===== src/rtl/mealy_seq_gen_pkg.sv =====
// Shared types and defaults for the serial pattern transmitter
// and the mealy_seq detector benches.
package mealy_seq_gen_pkg;

    typedef enum logic [1:0] {
        ST_IDLE  = 2'd0,
        ST_SHIFT = 2'd1,
        ST_GAP   = 2'd2
    } state_t;

    localparam int DEF_WIDTH = 8;
    localparam int DEF_GAP   = 1;

endpackage


===== src/rtl/mealy_seq_gen.sv =====
// Serial pattern transmitter: one-frame holding buffer feeding an
// MSB-first shifter with a programmable idle gap between frames.
module mealy_seq_gen
    import mealy_seq_gen_pkg::*;
#(
    parameter int WIDTH = DEF_WIDTH,
    parameter int GAP   = DEF_GAP,
    parameter int LW    = $clog2(WIDTH + 1)
) (
    input  logic             clock,
    input  logic             reset,
    input  logic             load_valid,
    output logic             load_ready,
    input  logic [WIDTH-1:0] data,
    input  logic [LW-1:0]    len,
    output logic             x,
    output logic             x_valid,
    output logic             frame_done,
    output logic             busy
);

    localparam int            GW       = (GAP > 0) ? $clog2(GAP + 1) : 1;
    localparam logic [LW-1:0] FULL_LEN = LW'(WIDTH);
    localparam logic [GW-1:0] GAP_INIT = GW'(GAP);

    state_t           r_state;
    logic [WIDTH-1:0] r_shreg;
    logic [LW-1:0]    r_cnt;
    logic [GW-1:0]    r_gap;
    logic             r_buf_full;
    logic [WIDTH-1:0] r_buf_data;
    logic [LW-1:0]    r_buf_len;

    logic             w_accept;
    logic             w_last;
    logic             w_gap_end;
    logic             w_xfer;
    logic [LW-1:0]    w_eff_len;
    logic [WIDTH-1:0] w_aligned;

    assign load_ready = !r_buf_full;
    assign w_accept   = load_valid && !r_buf_full;
    assign w_eff_len  = (len == '0 || len > FULL_LEN) ? FULL_LEN : len;

    assign w_last    = (r_state == ST_SHIFT) && (r_cnt == LW'(1));
    assign w_gap_end = (r_state == ST_GAP) && (r_gap == GW'(1));
    assign w_xfer    = r_buf_full &&
                       ((r_state == ST_IDLE) || w_gap_end ||
                        (w_last && (GAP == 0)));

    // Left-align the frame so its first bit sits at the MSB.
    assign w_aligned = r_buf_data << (FULL_LEN - r_buf_len);

    assign x          = r_shreg[WIDTH-1];
    assign x_valid    = (r_state == ST_SHIFT);
    assign frame_done = w_last;
    assign busy       = (r_state != ST_IDLE) || r_buf_full;

    always_ff @(posedge clock or negedge reset) begin
        if (!reset) begin
            r_buf_full <= 1'b0;
            r_buf_data <= '0;
            r_buf_len  <= '0;
        end else if (w_accept) begin
            r_buf_full <= 1'b1;
            r_buf_data <= data;
            r_buf_len  <= w_eff_len;
        end else if (w_xfer) begin
            r_buf_full <= 1'b0;
        end
    end

    always_ff @(posedge clock or negedge reset) begin
        if (!reset) begin
            r_state <= ST_IDLE;
            r_shreg <= '0;
            r_cnt   <= '0;
            r_gap   <= '0;
        end else begin
            unique case (r_state)
                ST_IDLE: begin
                    if (w_xfer) begin
                        r_state <= ST_SHIFT;
                        r_shreg <= w_aligned;
                        r_cnt   <= r_buf_len;
                    end
                end
                ST_SHIFT: begin
                    if (!w_last) begin
                        r_shreg <= r_shreg << 1;
                        r_cnt   <= r_cnt - LW'(1);
                    end else if (GAP > 0) begin
                        r_state <= ST_GAP;
                        r_gap   <= GAP_INIT;
                        r_shreg <= '0;
                        r_cnt   <= '0;
                    end else if (w_xfer) begin
                        r_shreg <= w_aligned;
                        r_cnt   <= r_buf_len;
                    end else begin
                        r_state <= ST_IDLE;
                        r_shreg <= '0;
                        r_cnt   <= '0;
                    end
                end
                ST_GAP: begin
                    if (!w_gap_end) begin
                        r_gap <= r_gap - GW'(1);
                    end else if (w_xfer) begin
                        r_state <= ST_SHIFT;
                        r_gap   <= '0;
                        r_shreg <= w_aligned;
                        r_cnt   <= r_buf_len;
                    end else begin
                        r_state <= ST_IDLE;
                        r_gap   <= '0;
                    end
                end
                default: begin
                    r_state <= ST_IDLE;
                end
            endcase
        end
    end

endmodule


===== config.mk =====
export PLATFORM = sky130hd
export DESIGN_NAME = mealy_seq_gen
export DESIGN_NICKNAME = d
export VERILOG_FILES = /design/src/rtl/mealy_seq_gen_pkg.sv /design/src/rtl/mealy_seq_gen.sv
export SDC_FILE = /design/constraint.sdc
export NUM_CORES = 1
export LEC_CHECK = 0
export BUFFER_PORTS_ARGS = -buffer_cell sky130_fd_sc_hd__buf_2
export CORE_ASPECT_RATIO = 1.2
export CORE_MARGIN = 3
export CORE_UTILIZATION = 59
export CTS_BUF_LIST = sky130_fd_sc_hd__clkbuf_4 sky130_fd_sc_hd__clkbuf_8
export DETAILED_ROUTE_END_ITERATION = 12
export GPL_TIMING_DRIVEN = 0
export PLACE_DENSITY = 0.81
export SLEW_MARGIN = 40
export SYNTH_ARGS = -nofsm -noshare
export SYNTH_HDL_FRONTEND = slang
export SYNTH_SLANG_ARGS = --single-unit

===== constraint.sdc =====
create_clock -name clock -period 2.67 [get_ports clock]
set_input_delay 0.6675 -clock clock [delete_from_list [all_inputs] [get_ports clock]]
set_output_delay 0.6675 -clock clock [all_outputs]
set_load 0.01 [all_outputs]

### Word-level counts from Yosys, hierarchy flattened

Index checks and enable logic that the tools add are counted.

| storage, ports and cells | value |
|---|---|
| register bits | 28 |
| output and inout port bits | 5 |

| operators by class | value |
|---|---|
| reduce and logical (&&, ||, !) cells | 17 |
| multiplexer cells | 19 |
| $add $sub $neg | 3 |
| shift operators | 1 |
| $lt $le $gt $ge | 1 |
| equality and inequality tests | 6 |

Operator list:

| operator | count |
|---|---|
| 8-bit two-way mux | 3 |
| 8-bit one-hot mux with 3 select lines | 1 |
| 4-bit two-way mux | 4 |
| 4-bit one-hot mux with 3 select lines | 1 |
| 8-bit by 4-bit left shift with 8-bit output | 1 |
| 2-bit two-way mux | 3 |
| 2-bit one-hot mux with 3 select lines | 1 |
| 2-bit nonzero test | 3 |
| 1-bit two-way mux | 5 |
| 4-bit by 1-bit == test with 1-bit output (second input constant) | 1 |
| 4-bit greater-than comparator (second input constant) | 1 |
| 1-bit logical AND | 4 |
| 4-bit zero test | 1 |
| 2-bit != test (second input constant) | 2 |
| 2-bit AND reduction | 2 |
| 4-bit by 1-bit subtractor with 4-bit output (second input constant) | 1 |
| 4-bit subtractor (first input constant) | 1 |
| 1-bit logical OR | 3 |
| 3-bit AND reduction | 1 |
| 3-bit nonzero test | 1 |
| 2-bit by 1-bit == test with 1-bit output (second input constant) | 1 |
| 2-bit == test (second input constant) | 1 |
| 2-bit zero test | 1 |
| 2-bit by 1-bit != test with 1-bit output (second input constant) | 1 |
| other kinds (3) | 3 |

### Depth between registers and ports, before layout

Gate-level depths: netlist of run 1.

| depth | value |
|---|---|
| depth after elaboration | 7 |
| gate-level depth with buffers | 8 |
| gate-level depth less buffers | 6 |

### Worst setup path after synthesis of run 1

OpenSTA, ideal clock, no wires.

| path | value |
|---|---|
| path kind | register -> register |
| start | register r_buf_len[0] |
| end | register r_shreg[6] |
| library setup time | 0.129 ns |
| data arrival time | 1.923 ns |
| clock period less this slack | 2.052 ns |
| setup slack | 0.618 ns |
| cell stages (with the launch flop) | 8 |
| cells stage by stage | dfrtp_1 > buf_2 > inv_1 > ha_1 > xnor2_4 > mux2_2 > o31ai_1 > o31ai_1 |

| between the ends | value |
|---|---|
| cells in the longest elaborated chain, start to end | 5 |

Ends and longest elaborated chain:

| item | RTL line | source |
|---|---|---|
| start: declaration | mealy_seq_gen.sv:32 | `logic [LW-1:0] r_buf_len;` |
| start signal: assignment | mealy_seq_gen.sv:67 | `r_buf_len <= w_eff_len;` |
| 4-bit subtractor * | mealy_seq_gen.sv:52 | `assign w_aligned = r_buf_data << (FULL_LEN - r_buf_len);` |
| 8-bit by 4-bit left shift with 8-bit output * | mealy_seq_gen.sv:52 |  |
| 8-bit two-way mux * | mealy_seq_gen.sv:82, mealy_seq_gen.sv:109 |  |
| 8-bit two-way mux | mealy_seq_gen.sv:107 | `if (!w_gap_end) begin` |
| 8-bit one-hot mux with 3 select lines * | mealy_seq_gen.sv:80 | `unique case (r_state)` |
| end signal: assignment | mealy_seq_gen.sv:84 | `r_shreg <= w_aligned;` |
| end signal: assignment | mealy_seq_gen.sv:90 | `r_shreg <= r_shreg << 1;` |
| end signal: assignment | mealy_seq_gen.sv:112 | `r_shreg <= w_aligned;` |
| end: declaration | mealy_seq_gen.sv:27 | `logic [WIDTH-1:0] r_shreg;` |

Mark *: on every way between the ends. The rest lies on a longest branch, timed or not. The select of a mux whose other input is x is not followed.
A chain may end at the register's enable or synchronous reset.

### Worst setup path in the final report of run 1

Ends and elaborated chain as after synthesis.

==> results list, run 1 <==
- Status: completed
* Data arrival time of the critical path: 2.62 ns
- In this run the remaining antenna-violating nets after routing total 0.
- Top-level port count: 20
* Nature of the critical path startpoint: flip-flop
- The smallest clock period supported by the final layout is computed as ~2.4 ns.
- Slew at the pin closest to its max-slew limit: between 0.6 and 0.7 ns
* Via count: 1,281
* Longest Clk Path Bufs: 2
* Worst clock skew: 0.00346 ns
* Detailed-route DRC error count: 0
- Worst hold path class: in2async
- The first global-routing pass estimated 5.42 mm of wire.
* Static leakage: 0.768 nW
- From left edge to right edge, the die measures 53.2 um.
- Detail-routed via count per cell: 6.16
- Setup repair after global routing missed its margin: false
- The critical path in this run is classified as reg2reg.
- After the last flow step, the layout net total stands at about 200.
* Drt pass-1 iters: 4
* Clk sinks: 28
- Yosys mapped the design onto 41 distinct sky130hd cell types.
- H-tree lvl count: 1
- In this run the worst path has a maximum fanout of 10.
- Crit path required time: 2.89 ns
- The initial antenna violation count was 0.
- Post-Route Setup TNS: 0 ns
- The tool flagged a number of max-cap violations equal to 0.
- The repair_antennas step left the layout with diodes totalling 0.
* Layout fillers: 179
* Cell chosen for the clock root: sky130_fd_sc_hd__clkbuf_4
- Measured against its own limit, the worst slew margin works out to 0.562.
- #FFs+latches synth: 28
- Core area: 2420 um2
* Most used flip-flop cell after synthesis: sky130_fd_sc_hd__dfrtp_1
- Die area: 3330 um2
- Number of standard-cell rows in the floorplan: 19
- After synthesis, the share of flip-flops with an asynchronous set or reset is 1.00.
- Total congestion overflow: 0
- The detailed router finished its first iteration with 65 violations.
* Area growth syn-to-layout: 10.8%
- For this design, the CTS-stage hold fixing added 0 buffers.
- Ys Warns: 0
- Reg-to-Reg End: r_shreg[6]$_DFFE_PN0P_
- Depth of the worst register-to-register path: 7
- Launch instance of the worst register-to-register path: r_buf_len[0]$_DFFE_PN0P_
* Mean instance size in the synthesized netlist: 10.2 um2
* Pin count of the biggest net entering global routing: 29
* Number of input and output port buffers inserted: 19
* Clk Latency, worst-skew pair: 0.32 ns
- The share of the Yosys chip area taken by registers is 0.444.
- Setup violations remaining at the end of the flow were counted as 0.
- Number of pins exceeding their max-slew limit in the final report: 0
- Starting utilization of the core area: 0.650
- CTS clk-pin slew, worst paths: around 0.14 ns
- The HPWL after detailed placement is 2.35 mm.
* Post-Syn Instances: ~150
- TritonCTS built the clock tree.
- Gates resized, CTS repair: 0
- VDD sags by at most 0.968 mV.
- For this block, the routed nets add up to 3.10 mm of wire.
* Share of post-route cells with drive strength above 1: 0.249
- Average wire per standard cell: 14.9 um
* Number of flops mapped to enable cells by yosys: 0
* Number of global-route vias before repair: 1,251
- Worst setup EP type: flip-flop
- The completed layout was analyzed and its total power is between 2 and 2.5 mW.
* Final number of hold-violating endpoints: 0
* Period utilization: 0.899
- The synthesized netlist occupies a cell area of around 1600 um2.
- The number of clock buffers added by TritonCTS is 3.
- Global-route usage over all layers: 0.212
- Height of the die: roughly 63 um
- Across all register-to-register paths, the minimum setup slack is between 0.2 and 0.3 ns.
* RePlAce Congestion: slightly below 0.9
- For this design the ratio of total power to cell area is 1430 nW/um2.
- For this run, the top clock speed supported by timing is 417 MHz.
- Post-CTS Setup Repair Bufs: 0
* Post-Synthesis Net Count: roughly 170
## synth_stat cells, drive strengths merged (2+ instances only)
cell type / count / area (um2)
dfrtp: 28 / 701
nor2: 15 / 56.3
mux2: 14 / 158
o21ai: 11 / 55.1
inv: 10 / 40.0
nand2: 7 / 26.3
a21oi: 6 / 30.0
clkbuf: 4 / 15.0
a21o: 3 / 22.5
a221oi: 3 / 26.3
a22oi: 3 / 22.5
a31oi: 3 / 18.8
a32oi: 3 / 26.3
buf: 3 / 27.5
ha: 3 / 37.5
nand2b: 3 / 18.8
nand3: 3 / 15.0
nand3b: 3 / 22.5
nor3: 3 / 15.0
nor4: 3 / 33.8
o31ai: 3 / 22.5
nor2b: 2 / 12.5
o211ai: 2 / 15.0
o22ai: 2 / 12.5
o2bb2ai: 2 / 17.5
## stage by stage
step	instance area (um2)	utilization	hold slack [ns]	setup WS, ns	std cells
floorplan	1580	-	0.372	0.618	154
global placement	1710	0.705	0.466	0.367	204
detailed placement	1710	0.705	0.492	0.336	204
CTS	1750	0.720	0.338	0.309	208
global route	1750	0.720	0.347	0.126	208
finish	1750	0.720	0.322	0.271	208
## where the power goes
part / leakage, nW / switching [mW] / internal, mW
registers: 0.342 / 0.191 / 0.624
clock network: 0.0210 / 0.117 / 0.0835
logic: 0.405 / 0.800 / 0.681
total: 0.768 / 1.11 / 1.39
## critical path, stage by stage (launching register included)
cell and delay [ns]:
sky130_fd_sc_hd__dfrtp_1 0.46, sky130_fd_sc_hd__buf_2 0.26, sky130_fd_sc_hd__inv_1 0.14, sky130_fd_sc_hd__ha_1 0.29, sky130_fd_sc_hd__xnor2_4 0.38, sky130_fd_sc_hd__mux2_2 0.40, sky130_fd_sc_hd__o31ai_1 0.26, sky130_fd_sc_hd__o31ai_1 0.11
## placed cells by master, fill, tap and decap left out, drive strengths merged, types with 2 or more instances in the layout
master / instances
a31oi: 3
nand2: 7
mux2: 14
nor3: 3
inv: 10
a22oi: 3
a21o: 3
o31ai: 3
a221oi: 3
o211ai: 2
o21ai: 11
o22ai: 2
nand3: 3
o2bb2ai: 2
clkbuf: 8
nand2b: 3
nor4: 3
dfrtp: 28
buf: 22
nand3b: 3
a32oi: 3
nor2b: 2
ha: 3
nor2: 15
a21oi: 6
## metal layers
metal	global-route usage	routed length, um	vias up
met4	0.0799	68	0
li1	-	-	609
met1	0.281	1260	618
met2	0.340	1620	42
met3	0.0382	140	12
met5	0	0	-
## worst max path at each step
stage                        endpoint  cells past startpoint  slack, ns                      from
5_1_grt        r_shreg[3]$_DFFE_PN0P_                      8       0.13  r_buf_len[0]$_DFFE_PN0P_
6_report       r_shreg[6]$_DFFE_PN0P_                      7       0.27  r_buf_len[0]$_DFFE_PN0P_
4_1_cts        r_shreg[6]$_DFFE_PN0P_                      7       0.31  r_buf_len[0]$_DFFE_PN0P_
3_3_place_gp   r_shreg[6]$_DFFE_PN0P_                      7       0.37  r_buf_len[0]$_DFFE_PN0P_
3_5_place_dp   r_shreg[6]$_DFFE_PN0P_                      7       0.34  r_buf_len[0]$_DFFE_PN0P_
2_1_floorplan  r_shreg[6]$_DFFE_PN0P_                      7       0.62  r_buf_len[0]$_DFFE_PN0P_
## final cells by class
type                            count  area, um2  area share
Tap cell                           31       38.8      0.0222
Timing Repair Buffer               19       95.1      0.0544
Buffer                              7       42.5      0.0244
Multi-Input combinational cell    109        793       0.454
Sequential cell                    28        701       0.401
Clock buffer                        4       36.3      0.0208
Inverter                           10       40.0      0.0229
## cell families after synthesis
| kind of cell | synth area share |
|---|---|
| compound gates | 0.182 |
| xor+xnor | 0.0175 |
| fa+ha+maj | 0.0238 |
| buf+inv | 0.0524 |
| flops | 0.444 |
| mux | 0.121 |
| simple gates | 0.160 |
## flip-flops by register name, summed over array words and instances, names as in the netlist
name,count
r_buf_data,8
r_buf_full,1
r_buf_len,4
r_cnt,4
r_gap,1
r_shreg,8
r_state,2
(Power assumes the default switching activity.)
==> run 2: changes to the inputs <==
Settings changed: GPL_TIMING_DRIVEN 0 to 1.
==> results list, run 2 (synthesis gave the netlist of run 1 again) <==
* Status: completed
* Power density relative to cell area: 1410 nW/um2 (-1.4%)
- Number of nets in the layout: 190 (-3.1%)
- The final worst clock skew is 0.00552 ns (+0.00206 ns).
- The number of antenna repair diodes is 0 (unchanged).
- Number of antenna-violating nets in the routed design: 0 (unchanged)
* Drt pass-1 iters: 4 (unchanged)
- Global-route usage over all layers: 0.211 (-0.00130)
* Critical path peak fanout: 14 (+4)
- The depth of the worst register-to-register path came to 6 (-1).
* Data arrival time of the critical path: 2.53 ns (-0.09 ns)
* Minimum setup slack among reg-to-reg paths: 0.35 ns (+0.08 ns)
- Total of endpoints with negative setup slack in the final report: 0 (unchanged)
- The worst setup slack after layout came to 0.348 ns (+0.0774 ns).
- The max-capacitance violation count was 0 (unchanged).
- Core area: 2420 um2 (unchanged)
* Crit path from: r_buf_len[0]$_DFFE_PN0P_
* Reg-to-Reg End: r_shreg[6]$_DFFE_PN0P_
- Clk Latency, worst-skew pair: 0.31 ns (about the same)
* Worst rel slew slack: 0.561 (-0.000776)
- Layout fillers: 200 (+12%)
- Period utilization: 0.870 (-0.0290)
- The per-cell routed wire length was 15.5 um (+3.9%).
- The buffer count from post-CTS setup fixing came to 0 (unchanged).
- Antenna violations before repair: 0 (unchanged)
- First-pass GRT wire length: 5.46 mm (+0.63%)
- The clock-pin slew on the worst setup and hold paths was 0.14 ns (about the same).
* Cell chosen for the clock root: sky130_fd_sc_hd__clkbuf_4
- The number of placed cells counting well taps was 198 (-2.9%).
* H-tree lvl count: 1 (unchanged)
- Area taken by multi-input logic gates: 793 um2 (unchanged)
- Pin count of the biggest net entering global routing: 29 (unchanged)
* Sequential cell area: 701 um2 (unchanged)
- Die X-Extent: 53.2 um (unchanged)
- STA classifies the critical path endpoint as a flip-flop.
- By startpoint and endpoint, the worst setup path is classified as reg2reg.
- Last element of the critical path: r_shreg[6]$_DFFE_PN0P_
* Most common library cell in the layout ignoring fill and taps: sky130_fd_sc_hd__dfrtp_1
* Share of post-route cells with drive strength above 1: 0.241 (-0.00741)
- The share of the core filled with cells was 0.700 (-0.0201).
- The final estimated routing congestion in global placement is 0.857 (-3.1%).
* Crit path required time: 2.88 ns (about the same)
- The final global-route overflow total came to 0 (unchanged).
- Clk sinks: 28 (unchanged)
- Longest Clk Path Bufs: 2 (unchanged)
- The startpoint identified for the worst register-to-register timing path is r_buf_len[0]$_DFFE_PN0P_.
* TritonCTS buffer count: 3 (unchanged)
* Post-Route Setup TNS: 0 ns (unchanged)
- In the layout the commonest cells are sky130_fd_sc_hd__dfrtp_1 (28), sky130_fd_sc_hd__buf_2 (19), sky130_fd_sc_hd__nor2_1 (15).
- TritonCTS built the clock tree.
* Nature of the critical path startpoint: flip-flop
* Pre-CTS worst setup slack: 0.372 ns (+0.0353 ns)
- The number of global-route vias before repair was 1,201 (-4.0%).
* Static leakage: 0.745 nW (-3.1%)
* Max VDD drop: 0.825 mV (-15%)
- Worst hold path class: in2async
* Largest registers: r_buf_data (8), r_shreg (8)
* Setup repair after global routing missed its margin: false
- Time the final worst path needs with I/O delays and setup: 2.32 ns (-0.0774 ns)
- Relative to the synthesized area, the layout overhead comes to 7.70%.
- Number of non-filler instances in the completed layout: 201 (-3.4%)
- Gates resized, CTS repair: 0 (unchanged)
- The number of vias per cell came to 6.22 (+0.98%).
* Power after layout: 2.39 mW (-4.1%)
- The number of input and output port buffers inserted was 19 (unchanged).
- Final number of hold-violating endpoints: 0 (unchanged)
* Die area: 3330 um2 (unchanged)
- Post-CTS Hold Fix Bufs: 0 (unchanged)
* Top-level port count: 20 (unchanged)
- Timing-limited maximum frequency: 431 MHz (+3.3%)
- The pin slew with the least headroom to its limit came to 0.652 ns (+0.00115 ns).
- The total half-perimeter wirelength after legalization and detailed placement came to 2.36 mm (+0.51%).
- Number of pins exceeding their max-slew limit in the final report: 0 (unchanged)
- Detailed-route DRC error count: 0 (unchanged)
- The vias after detailed routing was 1,250 (-2.4%).
* Violation count after the first detailed-routing iteration: 47 (-28%)
* Height of the die: 62.6 um (unchanged)
* Number of standard-cell rows in the floorplan: 19 (unchanged)
* Starting utilization of the core area: 0.650 (unchanged)
- Wirelength, routed: 3.11 mm (+0.39%)
run 2: changes by cell type in the layout (fill, tap and decap cells not counted), sizes merged:
cell,before,now
clkbuf,8,3
buf,22,20
run 2: worst max-delay path: stages, from the launching register on:
cell and delay, ns:
sky130_fd_sc_hd__dfrtp_1 0.65, sky130_fd_sc_hd__inv_1 0.18, sky130_fd_sc_hd__ha_1 0.30, sky130_fd_sc_hd__xnor2_4 0.37
sky130_fd_sc_hd__mux2_2 0.40, sky130_fd_sc_hd__o31ai_1 0.21, sky130_fd_sc_hd__o31ai_1 0.10
run 2: power breakdown:
| part | leakage, nW | internal, mW | switching (mW) |
|---|---|---|---|
| clock network | 0.0138 | 0.0528 | 0.113 |
| registers | 0.342 | 0.623 | 0.210 |
| logic | 0.389 | 0.635 | 0.758 |
run 2: worst min-delay path by stage:
stage / startpoint / to
CTS: reset / r_buf_data[5]$_DFFE_PN0P_
finish: reset / r_gap$_DFFE_PN0P_
detailed placement: r_shreg[0]$_DFFE_PN0P_ / r_shreg[0]$_DFFE_PN0P_
global placement: r_shreg[1]$_DFFE_PN0P_ / r_shreg[1]$_DFFE_PN0P_
floorplan: reset / r_buf_data[0]$_DFFE_PN0P_
global route: reset / r_gap$_DFFE_PN0P_
run 2: layout make-up:
cell class                 instances  area share
inverter                          10      0.0236
timing repair buffer              20      0.0604
sequential                        28       0.413
tap                               31      0.0228
multi-input combinational        109       0.467
clock buffer                       3      0.0133
run 2: per-stage QoR:
step	cell area (um2)	hold WS, ns
after floorplan	1580	0.372
final	1700	0.337
after detailed placement	1680	0.488
after global routing	1700	0.363
after CTS	1700	0.357
after global placement	1680	0.479
run 2: metal layers:
| metal | wire length [um] | vias up | GRT usage |
|---|---|---|---|
| met5 | 0 | - | 0 |
| met2 | 1550 | 34 | 0.346 |
| met1 | 1430 | 610 | 0.296 |
| li1 | - | 602 | - |
| met4 | 21 | 0 | 0.0479 |
| met3 | 111 | 4 | 0.0215 |
